File: config.mk
export PLATFORM = sky130hd
export DESIGN_NAME = apb4_ram_ws
export DESIGN_NICKNAME = d
export VERILOG_FILES = /design/src/rtl/apb4_ram_ws.sv
export SDC_FILE = /design/constraint.sdc
export NUM_CORES = 1
export LEC_CHECK = 0
export ABC_AREA = 1
export CAP_MARGIN = 20
export CORE_MARGIN = 2
export CORE_UTILIZATION = 35
export DETAILED_ROUTE_END_ITERATION = 16
export HOLD_SLACK_MARGIN = 0.08
export SETUP_SLACK_MARGIN = 0.02
export SYNTH_ARGS = -nofsm -noshare
export SYNTH_HDL_FRONTEND = slang
export SYNTH_SLANG_ARGS = --single-unit
File: constraint.sdc
create_clock -name pclk -period 3.6 [get_ports pclk]
set_clock_uncertainty 0.1 [all_clocks]
set_input_delay 0.72 -clock pclk [delete_from_list [all_inputs] [get_ports pclk]]
set_output_delay 0.72 -clock pclk [all_outputs]
set_load 0.1 [all_outputs]
File: src/rtl/apb4_ram_ws.sv
// APB4 slave RAM with byte strobes, configurable wait states, a protected upper region,
// alignment/range error detection and a saturating error counter.
module apb4_ram_ws #(
  parameter int unsigned ADDR_WIDTH  = 8,
  parameter int unsigned DATA_WIDTH  = 32,
  parameter int unsigned DEPTH       = 32,
  parameter int unsigned WAIT_STATES = 0,
  parameter int unsigned PROT_BASE   = DEPTH,
  parameter logic [31:0] ERR_DATA    = 32'hDEAD_BEEF
) (
  input  logic                    pclk,
  input  logic                    presetn,
  input  logic                    psel,
  input  logic                    penable,
  input  logic                    pwrite,
  input  logic [ADDR_WIDTH-1:0]   paddr,
  input  logic [DATA_WIDTH-1:0]   pwdata,
  input  logic [DATA_WIDTH/8-1:0] pstrb,
  input  logic [2:0]              pprot,
  output logic [DATA_WIDTH-1:0]   prdata,
  output logic                    pready,
  output logic                    pslverr,
  output logic [7:0]              err_cnt
);

  localparam int unsigned NB = DATA_WIDTH / 8;
  localparam int unsigned LB = (NB > 1) ? $clog2(NB) : 0;
  localparam int unsigned IW = ADDR_WIDTH - LB;
  localparam int unsigned MW = (DEPTH > 1) ? $clog2(DEPTH) : 1;
  localparam logic [IW:0] DEPTH_W = (IW+1)'(DEPTH);
  localparam logic [IW:0] PROT_W  = (IW+1)'(PROT_BASE);
  localparam logic [3:0]  WS_LOAD = 4'(WAIT_STATES);
  localparam logic [DATA_WIDTH-1:0] ERR_D = DATA_WIDTH'(ERR_DATA);

  typedef enum logic {IDLE, ACCESS} state_t;

  state_t                  state_q, state_d;
  logic [3:0]              cnt_q, cnt_d;
  logic                    latch_en;
  logic                    complete;

  logic [ADDR_WIDTH-1:0]   addr_q;
  logic                    write_q;
  logic [DATA_WIDTH-1:0]   wdata_q;
  logic [NB-1:0]           strb_q;
  logic [2:0]              prot_q;

  logic [DATA_WIDTH-1:0]   mem [DEPTH];

  logic [IW-1:0]           widx;
  logic [MW-1:0]           midx;
  logic                    misalign;
  logic                    out_of_range;
  logic                    prot_viol;
  logic                    err;
  logic                    unused_prot;

  assign widx = addr_q[ADDR_WIDTH-1:LB];
  assign midx = widx[MW-1:0];
  assign unused_prot = ^prot_q[2:1];

  // Sub-word address bits only exist when a word is wider than one byte
  if (LB > 0) begin : g_align
    assign misalign = |addr_q[LB-1:0];
  end else begin : g_noalign
    assign misalign = 1'b0;
  end

  assign out_of_range = {1'b0, widx} >= DEPTH_W;
  assign prot_viol    = write_q && !prot_q[0] && ({1'b0, widx} >= PROT_W);
  assign err          = out_of_range || misalign || prot_viol;

  // State register
  always_ff @(posedge pclk or negedge presetn) begin
    if (!presetn) begin
      state_q <= IDLE;
      cnt_q   <= 4'd0;
    end else begin
      state_q <= state_d;
      cnt_q   <= cnt_d;
    end
  end

  // Next-state and wait-counter logic
  always_comb begin
    state_d  = state_q;
    cnt_d    = cnt_q;
    latch_en = 1'b0;
    unique case (state_q)
      IDLE: begin
        if (psel && !penable) begin
          latch_en = 1'b1;
          cnt_d    = WS_LOAD;
          state_d  = ACCESS;
        end
      end
      ACCESS: begin
        if (!psel) begin
          state_d = IDLE;
        end else if (!penable) begin
          latch_en = 1'b1;
          cnt_d    = WS_LOAD;
        end else if (cnt_q != 4'd0) begin
          cnt_d = cnt_q - 4'd1;
        end else begin
          state_d = IDLE;
        end
      end
      default: state_d = IDLE;
    endcase
  end

  // Response outputs; read data is only driven in the completing cycle of a read
  always_comb begin
    complete = (state_q == ACCESS) && psel && penable && (cnt_q == 4'd0);
    pready   = complete;
    pslverr  = complete && err;
    prdata   = '0;
    if (complete && !write_q) begin
      prdata = err ? ERR_D : mem[midx];
    end
  end

  // Setup-phase capture; later bus changes are ignored until the next setup
  always_ff @(posedge pclk or negedge presetn) begin
    if (!presetn) begin
      addr_q  <= '0;
      write_q <= 1'b0;
      wdata_q <= '0;
      strb_q  <= '0;
      prot_q  <= 3'd0;
    end else if (latch_en) begin
      addr_q  <= paddr;
      write_q <= pwrite;
      wdata_q <= pwdata;
      strb_q  <= pstrb;
      prot_q  <= pprot;
    end
  end

  // Storage: reset clears every word, errored writes are dropped
  always_ff @(posedge pclk or negedge presetn) begin
    if (!presetn) begin
      for (int i = 0; i < int'(DEPTH); i++) begin
        mem[i] <= '0;
      end
    end else if (complete && write_q && !err) begin
      for (int l = 0; l < int'(NB); l++) begin
        if (strb_q[l]) begin
          mem[midx][8*l +: 8] <= wdata_q[8*l +: 8];
        end
      end
    end
  end

  // Saturating count of errored completions
  always_ff @(posedge pclk or negedge presetn) begin
    if (!presetn) begin
      err_cnt <= 8'd0;
    end else if (complete && err && (err_cnt != 8'hFF)) begin
      err_cnt <= err_cnt + 8'd1;
    end
  end

endmodule

==> impl_metrics.py <==
metrics = {
    "placement": {
        "dp_hpwl_mm": 96.4,
        "gp_congestion": 0.842,
        "placed_cell_area_mm2": 0.0530,
        "io_buffer_count": 90,
    },
    "pwr": {
        "powerDensity_mw_per_mm2": 480,
        "p_leak_nw": 27.9,
        "ir_worst_vdd_v": 0.000481,
        "total_power_w": 0.0288,
    },
    "setup_path": {
        "crit_family": "buffers and inverters",
        "end_kind": "output port",
        "max_stage_delay_ns": 0.50,
        "worstPathCellList": "buf_12 -> clkinv_16 -> buf_16 -> buf_16 -> nand2_1 -> nand2_1 -> nand2_1 -> nand2_1 -> nand2_1 -> nand3_4 -> nor2_4 -> a21oi_2 -> buf_6 -> buf_12",
        "setup.worst_path.start_class": "flip-flop",
        "cp.required_ns": 2.78,
        "slowest_stage": "dfrtp_4",
        "r2r-start": "addr_q[2]",
        "crit_fanout": 8,
        "r2r_end": "mem[889]",
        "arrival_ns": 2.92,
        "rr_worst_depth": 13,
        "cpMostUsedCell": "nand2_1",
        "cp_num_buf_inv": 6,
        "ff2ff_setup_slack_ns": 0.14,
        "path_class": "reg -> out",
    },
    "die": {
        "core_area_mm2": 0.139,
        "die_y_um": 378,
        "num_rows": 137,
        "fp.dieW_um": 378,
        "initial_core_util": 0.352,
        "dieArea_mm2": 0.143,
        "ioPinCount": 94,
    },
    "finish": {
        "fillCellCount": 13900,
        "layout_common_cells": "3,089 x nand2_1, 1,077 x dfrtp_1, 826 x o21ai_1, 248 x o21ai_0, 167 x nand3_1",
        "multiInputGateArea_mm2": 0.0210,
        "final_common_cell": "nand2_1",
        "layout.nets": 6408,
        "regArea_mm2": 0.0271,
        "drive_gt1_frac": 0.129,
        "area_delta_synth_final_pct": 22.7,
        "fin_area_mm2": 0.0601,
    },
    "clock_network": {
        "clkTransAtPathRegs_ns": 0.07,
        "worstSkewPairLatency_ns": 0.75,
        "cts_buffer_depth": 3,
        "root_buffer": "clkbuf_16",
        "cts_tree": "yes",
        "cts_sinks": 1082,
        "cts_buffers": 115,
        "htree_levels": 3,
    },
    "run": {
        "drv_cap": 0,
    },
    "detailed_routing": {
        "wl_mm": 167,
        "avgRoutedWirePerCell_um": 20.0,
        "drtAntennaViolNets": 0,
        "drt_iter0_drc": 4353,
        "vias": 42800,
        "drc_errors": 0,
        "viasPerCell": 5.14,
        "drtPass1Iterations": 6,
    },
    "status": {
        "status": "finished, violations left",
        "violations": "setup timing",
    },
    "grt": {
        "grt_max_degree": 149,
        "grt_pass1_wl_mm": 251,
        "overflow": 0,
        "grt_pass1_vias": 40000,
        "antenna_found_initial": 2,
        "use_met1": 0.321,
        "busiest_layer": "met2",
        "grtUsageMet2": 0.349,
        "met3_usage": 0.0554,
        "grt_usage": 0.230,
    },
    "synthesis": {
        "synth-seq-area-share": 0.553,
        "synthCells": 6296,
        "ys_ff_latch": 1082,
        "yosysUniqueCellTypes": 30,
        "syn-num-nets": 6350,
        "syn_avg_cell_area_um2": 7.78,
        "yosysWarnings": 0,
        "netlist_area_mm2": 0.0490,
    },
    "min_path": {
        "hold_path_class": "in -> async",
    },
    "sta": {
        "period_needed_ns": 3.74,
        "finalSetupViolCount": 31,
        "finalCritPeriodShare": 1.04,
        "tightest_slew_ns": 1.07,
        "maxSlewHeadroom": 0.289,
        "finalHoldViolations": 0,
        "setup_ws_ns": -0.144,
        "fmax_mhz": 267,
        "rsz0062_at_grt": "yes",
        "report.final.slew_viol_count": 0,
    },
}
[layout make-up]
| type | instances | share of cell area |
|---|---|---|
| Tap cell | 1876 | 0.0391 |
| Clock buffer | 170 | 0.0562 |
| Multi-Input combinational cell | 4725 | 0.350 |
| Timing Repair Buffer | 363 | 0.0926 |
| Clock inverter | 39 | 0.00602 |
| Sequential cell | 1082 | 0.451 |
| Inverter | 66 | 0.00496 |
| Antenna cell | 2 | 0.0000833 |
| Timing Repair inverter | 1 | 0.000146 |
[sequential cells by signal (all words and copies together), names as in the netlist]
| signal | flops |
|---|---|
| strb_q | 4 |
| wdata_q | 32 |
| cnt_q | 4 |
| state_q | 1 |
| addr_q | 8 |
| mem | 1024 |
| err_cnt | 8 |
| write_q | 1 |
[worst max-delay path by stage]
stage | start | endpoint | cells after the start
final | addr_q[2] | prdata[2] | 14
after CTS | addr_q[2] | prdata[25] | 12
after global routing | addr_q[2] | prdata[12] | 13
after floorplan | penable | prdata[14] | 6
after global placement | psel | prdata[12] | 10
after detailed placement | psel | prdata[12] | 10
[metrics by stage]
stage / hold WS, ns / util / setup slack [ns] / cells / TNS [ns]
global placement: 0.358 / 0.380 / 0.135 / 7996 / 0
detailed placement: 0.361 / 0.381 / 0.153 / 7999 / 0
floorplan: 0.324 / - / -0.272 / 6296 / -4.09
global route: 0.358 / 0.432 / -0.242 / 8322 / -5.64
CTS: 0.338 / 0.423 / -0.190 / 8279 / -4.51
finish: 0.357 / 0.432 / -0.144 / 8324 / -2.30
[repair_timing]
item / in CTS / in global routing
hold buffers: 1 / 0
cloned: 29 / 17
buffers inserted: 41 / 20
setup endpoints to repair: 32 / 75
resized for setup: 209 / 136
hold endpoints to repair: 52 / 0
pin swaps: 54 / 55
[logic make-up (layout without fill, tap and decap cells)]
logic type	Yosys count	in the layout	share of synthesized area
buffers and inverters	489	639	0.0401
adder cells (fa/ha/maj)	2	2	0.000511
flip-flops	1082	1082	0.553
AND/OR/NAND/NOR	3610	3610	0.292
XOR/XNOR	6	6	0.00107
other	0	2	0
AO/OA/AOI/OAI	1107	1107	0.113
[report_power, final]
part | total, W | internal (W) | switching, W
Sequential | 0.0124 | 0.0123 | 0.000107
Clock | 0.0118 | 0.00675 | 0.00509
Combinational | 0.00456 | 0.00140 | 0.00315
[metal layers]
| layer | up-vias | part of all wire |
|---|---|---|
| met5 | - | 0.00028 |
| met4 | 2 | 0.035 |
| met3 | 264 | 0.086 |
| met2 | 1568 | 0.44 |
| met1 | 20700 | 0.44 |
| li1 | 20300 | - |
[worst reg2reg max path, cell delays in order, from the launching register on]
cell and delay, ns:
dfrtp_4 0.50, buf_12 0.16, buf_6 0.13, nor2_4 0.11
buf_6 0.12, buf_12 0.12, buf_12 0.12, buf_16 0.13
buf_4 0.12, clkinv_2 0.21, nor2_2 0.68, nand2_1 0.58
nand2_1 0.16, o21ai_0 0.09
[cells in the mapped netlist (all sizes together)]
master | count | area (µm²)
nand2 | 3228 | 12200
nor2 | 115 | 597
a21oi | 33 | 165
xnor2 | 3 | 26.3
nand3b | 1 | 7.51
clkinv | 2 | 8.75
o21ai | 1074 | 5380
clkbuf | 325 | 1220
nor3b | 1 | 7.51
nand4 | 48 | 300
nor3 | 11 | 150
inv | 64 | 243
nand3 | 206 | 1040
xor2 | 3 | 26.3
buf | 98 | 490
dfrtp | 1082 | 27100
ha | 2 | 25.0
(Power assumes the default switching activity.)
